`src/rtl/pc_fetch_ctrl_if.sv`:
```
// ---------------------------------------------------------------------------
// pc_fetch_ctrl_if
//
// Purpose: groups the harness/decode handshake and the instruction-address
// bus of the program-counter fetch controller into one bundle.
//
// Signals:
//   start        harness -> ctrl  one-cycle pulse to begin or restart execution
//   stall        downstream -> ctrl  freeze pc and state this cycle
//   halt         decode -> ctrl   current instruction is halt
//   jmp          decode -> ctrl   absolute jump/branch taken this cycle
//   target       lookup -> ctrl   absolute jump address (PC_W bits)
//   pc           ctrl -> imem     current instruction address (PC_W bits)
//   fetch_valid  ctrl -> core     pc addresses a live instruction
//   done         ctrl -> harness  program terminated, sticky until start
//   err          ctrl -> harness  termination was out of range, sticky
//   instr_cnt    ctrl -> harness  accepted-fetch count (only when
//                                 PC_FETCH_INSTR_COUNT_EN is defined)
//
// Modports: master = harness/decode side, slave = the controller.
// ---------------------------------------------------------------------------
interface pc_fetch_ctrl_if #(
  parameter int PC_W = 11
);
  logic            start;
  logic            stall;
  logic            halt;
  logic            jmp;
  logic [PC_W-1:0] target;
  logic [PC_W-1:0] pc;
  logic            fetch_valid;
  logic            done;
  logic            err;
`ifdef PC_FETCH_INSTR_COUNT_EN
  logic [15:0]     instr_cnt;
`endif

  modport master (
    output start, stall, halt, jmp, target,
`ifdef PC_FETCH_INSTR_COUNT_EN
    input  instr_cnt,
`endif
    input  pc, fetch_valid, done, err
  );

  modport slave (
    input  start, stall, halt, jmp, target,
`ifdef PC_FETCH_INSTR_COUNT_EN
    output instr_cnt,
`endif
    output pc, fetch_valid, done, err
  );
endinterface

```
`src/rtl/pc_fetch_ctrl.sv`:
```
// ---------------------------------------------------------------------------
// pc_fetch_ctrl
//
// Purpose: program counter and fetch controller for the single-cycle core.
// Holds the current instruction address, advances it sequentially or loads
// an absolute jump target, and runs the start/halt/done sequence with the
// test harness. A downstream stall freezes pc and state.
//
// Ports:
//   CLK      clock, all state changes on the rising edge
//   reset_n  synchronous active-low reset (priority over every input)
//   bus      pc_fetch_ctrl_if.slave: start/stall/halt/jmp/target in,
//            pc/fetch_valid/done/err out (all outputs registered)
//
// Parameters:
//   PC_W        width of pc and jump target
//   PROG_LEN    number of valid instruction words (legal 0..PROG_LEN-1)
//   START_ADDR  address loaded on start and on reset
//
// Optional feature macro: PC_FETCH_INSTR_COUNT_EN adds a 16-bit saturating
// count of accepted fetches on bus.instr_cnt.
// ---------------------------------------------------------------------------
module pc_fetch_ctrl #(
  parameter int              PC_W       = 11,
  parameter int              PROG_LEN   = 1024,
  parameter logic [PC_W-1:0] START_ADDR = '0
) (
  input  logic                CLK,
  input  logic                reset_n,
  pc_fetch_ctrl_if.slave      bus
);

  typedef enum logic [1:0] {
    IDLE = 2'd0,
    RUN  = 2'd1,
    DONE = 2'd2
  } state_t;

  // Range checks are done one bit wider than pc so pc+1 cannot wrap silently.
  localparam logic [PC_W:0] PROG_LEN_X = (PC_W+1)'(PROG_LEN);

  state_t          state_q, state_d;
  logic [PC_W-1:0] pc_q, pc_d;
  logic            fetch_valid_q, fetch_valid_d;
  logic            done_q, done_d;
  logic            err_q, err_d;
`ifdef PC_FETCH_INSTR_COUNT_EN
  logic [15:0]     instr_cnt_q, instr_cnt_d;
`endif

  logic [PC_W:0]   pc_inc;
  logic            pc_inc_ok;
  logic            target_ok;

  assign pc_inc    = {1'b0, pc_q} + (PC_W+1)'(1);
  assign pc_inc_ok = (pc_inc < PROG_LEN_X);
  assign target_ok = ({1'b0, bus.target} < PROG_LEN_X);

  // State register; synchronous reset wins over everything, start included.
  always_ff @(posedge CLK) begin
    if (!reset_n) begin
      state_q       <= IDLE;
      pc_q          <= START_ADDR;
      fetch_valid_q <= 1'b0;
      done_q        <= 1'b0;
      err_q         <= 1'b0;
`ifdef PC_FETCH_INSTR_COUNT_EN
      instr_cnt_q   <= 16'd0;
`endif
    end else begin
      state_q       <= state_d;
      pc_q          <= pc_d;
      fetch_valid_q <= fetch_valid_d;
      done_q        <= done_d;
      err_q         <= err_d;
`ifdef PC_FETCH_INSTR_COUNT_EN
      instr_cnt_q   <= instr_cnt_d;
`endif
    end
  end

  // Next-state logic. Everything holds by default, which also covers the
  // stall case in RUN and the sticky done/err in DONE.
  always_comb begin
    state_d       = state_q;
    pc_d          = pc_q;
    fetch_valid_d = fetch_valid_q;
    done_d        = done_q;
    err_d         = err_q;
`ifdef PC_FETCH_INSTR_COUNT_EN
    instr_cnt_d   = instr_cnt_q;
`endif

    case (state_q)
      // IDLE and DONE both wait for start; start restarts from a clean slate.
      IDLE, DONE: begin
        if (bus.start) begin
          state_d       = RUN;
          pc_d          = START_ADDR;
          fetch_valid_d = 1'b1;
          done_d        = 1'b0;
          err_d         = 1'b0;
`ifdef PC_FETCH_INSTR_COUNT_EN
          instr_cnt_d   = 16'd0;
`endif
        end
      end

      // halt beats jmp beats increment; stall ignores decode entirely since
      // decode re-presents halt/jmp once the stall releases.
      RUN: begin
        if (!bus.stall) begin
`ifdef PC_FETCH_INSTR_COUNT_EN
          if (fetch_valid_q && (instr_cnt_q != 16'hFFFF)) begin
            instr_cnt_d = instr_cnt_q + 16'd1;
          end
`endif
          if (bus.halt) begin
            state_d       = DONE;
            fetch_valid_d = 1'b0;
            done_d        = 1'b1;
            err_d         = 1'b0;
          end else if (bus.jmp && target_ok) begin
            pc_d = bus.target;
          end else if (bus.jmp) begin
            state_d       = DONE;
            fetch_valid_d = 1'b0;
            done_d        = 1'b1;
            err_d         = 1'b1;
          end else if (pc_inc_ok) begin
            pc_d = pc_inc[PC_W-1:0];
          end else begin
            state_d       = DONE;
            fetch_valid_d = 1'b0;
            done_d        = 1'b1;
            err_d         = 1'b1;
          end
        end
      end

      default: begin
        state_d       = IDLE;
        pc_d          = START_ADDR;
        fetch_valid_d = 1'b0;
        done_d        = 1'b0;
        err_d         = 1'b0;
      end
    endcase
  end

  assign bus.pc          = pc_q;
  assign bus.fetch_valid = fetch_valid_q;
  assign bus.done        = done_q;
  assign bus.err         = err_q;
`ifdef PC_FETCH_INSTR_COUNT_EN
  assign bus.instr_cnt   = instr_cnt_q;
`endif

endmodule

```
`src/flat_wrapper.sv`:
```
// flat-port wrapper written by rule: the top's interface ports become plain ports
module pc_fetch_ctrl_flat 
#(
  parameter int              PC_W       = 11,
  parameter int              PROG_LEN   = 1024,
  parameter logic [PC_W-1:0] START_ADDR = '0
)
  (CLK, reset_n, bus_start, bus_stall, bus_halt, bus_jmp, bus_target, bus_pc, bus_fetch_valid, bus_done, bus_err);
  pc_fetch_ctrl_if #(.PC_W(PC_W)) bus_i ();
  input  logic CLK;
  input  logic reset_n;
  input wire logic [$bits(bus_i.start)-1:0] bus_start;
  input wire logic [$bits(bus_i.stall)-1:0] bus_stall;
  input wire logic [$bits(bus_i.halt)-1:0] bus_halt;
  input wire logic [$bits(bus_i.jmp)-1:0] bus_jmp;
  input wire logic [$bits(bus_i.target)-1:0] bus_target;
  output wire logic [$bits(bus_i.pc)-1:0] bus_pc;
  output wire logic [$bits(bus_i.fetch_valid)-1:0] bus_fetch_valid;
  output wire logic [$bits(bus_i.done)-1:0] bus_done;
  output wire logic [$bits(bus_i.err)-1:0] bus_err;
  assign bus_i.start = bus_start;
  assign bus_i.stall = bus_stall;
  assign bus_i.halt = bus_halt;
  assign bus_i.jmp = bus_jmp;
  assign bus_i.target = bus_target;
  assign bus_pc = bus_i.pc;
  assign bus_fetch_valid = bus_i.fetch_valid;
  assign bus_done = bus_i.done;
  assign bus_err = bus_i.err;
  pc_fetch_ctrl #(.PC_W(PC_W), .PROG_LEN(PROG_LEN), .START_ADDR(START_ADDR)) u_core (.CLK(CLK), .reset_n(reset_n), .bus(bus_i));
endmodule
```
`config.mk`:
```
export PLATFORM = sky130hd
export DESIGN_NAME = pc_fetch_ctrl_flat
export DESIGN_NICKNAME = d
export VERILOG_FILES = /design/src/rtl/pc_fetch_ctrl_if.sv /design/src/rtl/pc_fetch_ctrl.sv /design/src/flat_wrapper.sv
export SDC_FILE = /design/constraint.sdc
export NUM_CORES = 1
export LEC_CHECK = 0
export BUFFER_PORTS_ARGS = -buffer_cell sky130_fd_sc_hd__clkbuf_2
export CAP_MARGIN = 0
export CORE_ASPECT_RATIO = 1.2
export CORE_MARGIN = 5
export CORE_UTILIZATION = 40
export CTS_CLUSTER_DIAMETER = 50
export CTS_CLUSTER_SIZE = 12
export DETAILED_ROUTE_END_ITERATION = 10
export PLACE_DENSITY_LB_ADDON = 0.3
export SLEW_MARGIN = 10
export SYNTH_ARGS = -nofsm -noshare
export SYNTH_HDL_FRONTEND = slang
export SYNTH_SLANG_ARGS = --single-unit
```
`constraint.sdc`:
```
create_clock -name CLK -period 2.45 [get_ports CLK]
set_input_delay 0.245 -clock CLK [delete_from_list [all_inputs] [get_ports CLK]]
set_output_delay 0.245 -clock CLK [all_outputs]
set_load 0.01 [all_outputs]
```
Yosys cells after proc, flatten, opt, wreduce, memory -nomap -nowiden
Cells that the tools add are included.
{"block": "classes", "add_sub_neg": 1, "multipliers": 0, "div_mod_pow": 0, "order_cmp": 2, "n_eq_ne": 9, "shift": 0, "n_mux": 31, "bitwise": 0, "reduce_logical": 5}
{"cell": "$mux 11", "n": 6}
{"cell": "$pmux 11 s2", "n": 1}
{"cell": "$mux 1", "n": 14}
{"cell": "$add 11x1->12 const B", "n": 1}
{"cell": "$lt 12x11->1 const B", "n": 1}
{"cell": "$mux 2", "n": 6}
{"cell": "$lt 11x11->1 const B", "n": 1}
{"cell": "$ne 2x2->1 const B", "n": 3}
{"cell": "$pmux 1 s2", "n": 3}
{"cell": "$reduce_and 5->1", "n": 1}
{"cell": "$ne 4x4->1 const B", "n": 1}
{"cell": "$pmux 2 s2", "n": 1}
{"cell": "$reduce_and 4->1", "n": 1}
{"cell": "$ne 3x1->1 const B", "n": 1}
{"cell": "$ne 3x2->1 const B", "n": 1}
{"cell": "$ne 3x3->1 const B", "n": 1}
{"cell": "$eq 2x1->1 const B", "n": 1}
{"cell": "$eq 2x2->1 const B", "n": 1}
{"cell": "$logic_not 2->1", "n": 1}
{"cell": "$reduce_or 2->1", "n": 1}
{"cell": "$logic_and 1x1->1", "n": 1}
{"block": "totals", "ff_bits": 16, "latchBits": 0, "ram_bits": 0, "mem_bits_ro": 0, "in_bits": 17, "n_memories": 0}

Logic depth before layout (Yosys ltp)
{"block": "depth", "ltp_word": 8, "ltp_mapped": 7, "ltp_nobuf": 7}

Worst setup path before layout
No wires, ideal clock.
{"block": "synth_path", "kind": "reg-to-reg", "from": "register u_core.pc_q[0], in the netlist u_core.bus.pc[0]", "to": "register u_core.pc_q[9], in the netlist u_core.bus.pc[9]", "setup_time_ps": 122, "arrival_ps": 1864, "setup_slack_ps": 465, "path_stages_with_launch": 8, "n_path_buf": 0, "path_cell_list": "dfxtp_1 -> ha_1 -> nand3_4 -> nor3_4 -> and3_4 -> nor2_2 -> o21a_4 -> a221o_1"}
{"block": "synth_between", "elab_chain_cells": 7}
{"item": "start, declared", "line_no": "pc_fetch_ctrl.sv:43", "source": "logic [PC_W-1:0] pc_q, pc_d;"}
{"item": "start signal, assigned", "line_no": "pc_fetch_ctrl.sv:72", "source": "pc_q <= pc_d;"}
{"item": "$add 11x1->12 (*)", "line_no": "pc_fetch_ctrl.sv:55", "source": "assign pc_inc = {1'b0, pc_q} + (PC_W+1)'(1);"}
{"item": "parallel branches: the longest is 6 deep, another holds $lt 12x11->1"}
Every way passes the cells marked *. The select of a mux whose other input is x is not followed.
A chain may end at the register's enable or synchronous reset.

Worst setup path after layout
Same ends and word-level chain as after synthesis.

==> impl_metrics.ini <==
[outcome]
status = complete, no violations

[yosys]
synth-seq-area-share_pct = 32.5
yosysTopAreaCellShare_pct = 32.5
postSynthCellCount = 120
syn_area_sq_um = 985
syn_nets = 138
synth_cell_types = 43
synth_top_cell_by_area = dfxtp_1
yosys_warnings = 0
dominantRegCellSynth = dfxtp_1
avgSynthCellArea_sq_um = 8.21
synth_area_leaders = dfxtp_1 33%, a21oi_1 5.1%, nand2_1 4.6%
async_flop_share_pct = 0
synth_seq_cells = 16
synth_edf_count = 0

[clocking]
clock-sinks = 16
hold_buffers = 0
clk_path_buf_depth = 2
cts_tree = built
htreeDepth = 1
clock-root-buffer = clkbuf_4
ctsResizeCount = 0
cts_buffers = 3
path_clk_slew_ns = 0.09
post_cts_buffers = 0
clkLatencyLatePin_ns = 0.29

[sta]
tightestPinTransition_ns = 0.492
setup_viol = 0
fin_skew_ns = 0.00537
fin_tns_setup_ns = 0
rsz0062_at_grt = no
fin_crit_ns = 2.10
max_freq_mhz = 477
relSlewSlack_pct = 67.2
period_share_pct = 85.5
hold_viol = 0
maxSlewViolCount = 0
setup_slack_ns = 0.355

[route]
drt_wl_total_microns = 2520
wl_per_cell_microns = 14.0
drt_iter0_drc = 19
via_per_inst = 5.66
vias = 1019
drc_errors = 0
antenna_left = 0
dr.pass1.iters = 4

[power]
power_switching_mw = 0.141
swShare_pct = 28.0
power.density_nw_per_um2 = 426
peakVddDrop_mv = 0.283
combPwrFrac_pct = 17.6
p_leak_nw = 0.482
clockPowerShare_pct = 28.1
power_mw = 0.502
seqPwrFrac_pct = 54.3
internal_power_mw = 0.361

[critical_path]
cp-start-kind = register
worstSetupEndpointType = register
rr_worst_depth = 7
r2r_slack_ns = 0.35
crit_arrival_ns = 2.29
path_max_fanout = 8
path_class = reg2reg
worst_ep_required_time_ns = 2.64

[finish]
final_cell_mix = 30 x clkbuf_2, 16 x dfxtp_1, 12 x nand2_1
area_growth_pct = 19.6
regArea_sq_um = 320
n_antenna_cell = 0
drive_above_1_share_pct = 30.9
final_nets = 169
design_area_sq_um = 1180
multiInputGateArea_sq_um = 631
fillers = 250
layout_commonest_cell = clkbuf_2
final_cells = 180

[floorplanning]
rows = 19
ios = 31
core_sq_um = 2330
die-area_sq_um = 3560
die_x_microns = 55.3
die_h_microns = 64.4
initial_utilization_pct = 42.3

[placement]
dp_hpwl_microns = 1940
pre_cts_slack_ns = 0.377
dp.cells = 177
finalWeightedCongestion = 0.814
portBuffers = 30
place_area_sq_um = 1150

[global_routing]
grt.overflow.total = 0
grt_max_degree = 17
antenna_found_initial = 0
grt_pass1_wl_microns = 4440
grtUsageTotal_pct = 15.2
grt_pass1_vias = 1029

[worst_hold_path]
whs_path_depth = 3
hp-class = in2reg

[job]
drv_cap = 0
-- path summary, 6_finish.rpt --
check / from / to
max: u_core.bus.pc[0] / u_core.bus.pc[9]
min: reset_n / u_core.bus.err
max reg2reg: u_core.bus.pc[0] / u_core.bus.pc[9]
min reg2reg: u_core.bus.done / u_core.bus.done
-- cells in the mapped netlist, types with 2 or more instances --
cell type	count
a21o_2	2
a21oi_1	10
a22o_2	2
a32o_1	2
and2_1	2
clkbuf_1	4
dfxtp_1	16
inv_1	2
mux2i_1	3
nand2_1	12
nand2b_1	3
nand3_1	6
nand4_1	2
nor2_1	9
nor2_2	2
nor2b_1	3
nor3_1	4
o211ai_1	2
o21a_1	3
o21ai_0	7
xnor2_1	2
-- sequential cells by signal, indices dropped and copies added, names as in the netlist --
| name | cells |
|---|---|
| u_core.bus.done | 1 |
| u_core.state_q | 2 |
| u_core.bus.pc | 11 |
| u_core.bus.err | 1 |
| u_core.bus.fetch_valid | 1 |
-- critical path, cell delays in order, from the launching register on --
cell and delay, ns:
dfxtp_1 0.48, ha_1 0.28, nand3_4 0.13, nor3_4 0.23
and3_4 0.23, nor2_2 0.05, o21a_4 0.24, a221o_1 0.34
-- cells by family (layout without fill, tap and decap cells) --
group	after synthesis	after routing	share of synthesized area [%]
AOI/OAI and AO/OA	41	41	29.7
muxes	3	3	3.05
buffers and inverters	7	36	3.43
xor gates and xnor gates	2	2	1.78
and+or+nand+nor	50	50	28.2
adders and majority gates	1	1	1.27
DFF	16	16	32.5
-- through the flow --
stage          hold WS, ns  util (%)
4_1_cts              0.254      50.5
6_report             0.252      50.5
2_1_floorplan        0.423         -
5_1_grt              0.269      50.5
3_3_place_gp         0.453      49.6
3_5_place_dp         0.460      49.6
-- layout make-up --
type | instances | share of cell area (%)
timing repair buffer | 31 | 13.4
sequential | 16 | 27.2
inverter | 2 | 0.638
multi-input combinational | 97 | 53.6
tap | 31 | 3.29
clock buffer | 3 | 1.91
-- power groups by stage --
stage	clock, mW	sequential [mW]	combinational (mW)
finish	0.141	0.273	0.0885
global route	0.165	0.274	0.100
CTS	0.146	0.273	0.0892
detailed placement	0	0.279	0.0884
global placement	0	0.278	0.0872
floorplan	0	0.280	0.0555
-- metal layers --
layer	vias up	share of wire, %	GRT usage [%]
met1	479	42	17.4
met2	32	50	26.2
met3	5	5.7	3.42
li1	503	-	-
met4	0	1.8	8.21
met5	-	0	0
No activity file was read; power rests on OpenSTA's default activity.
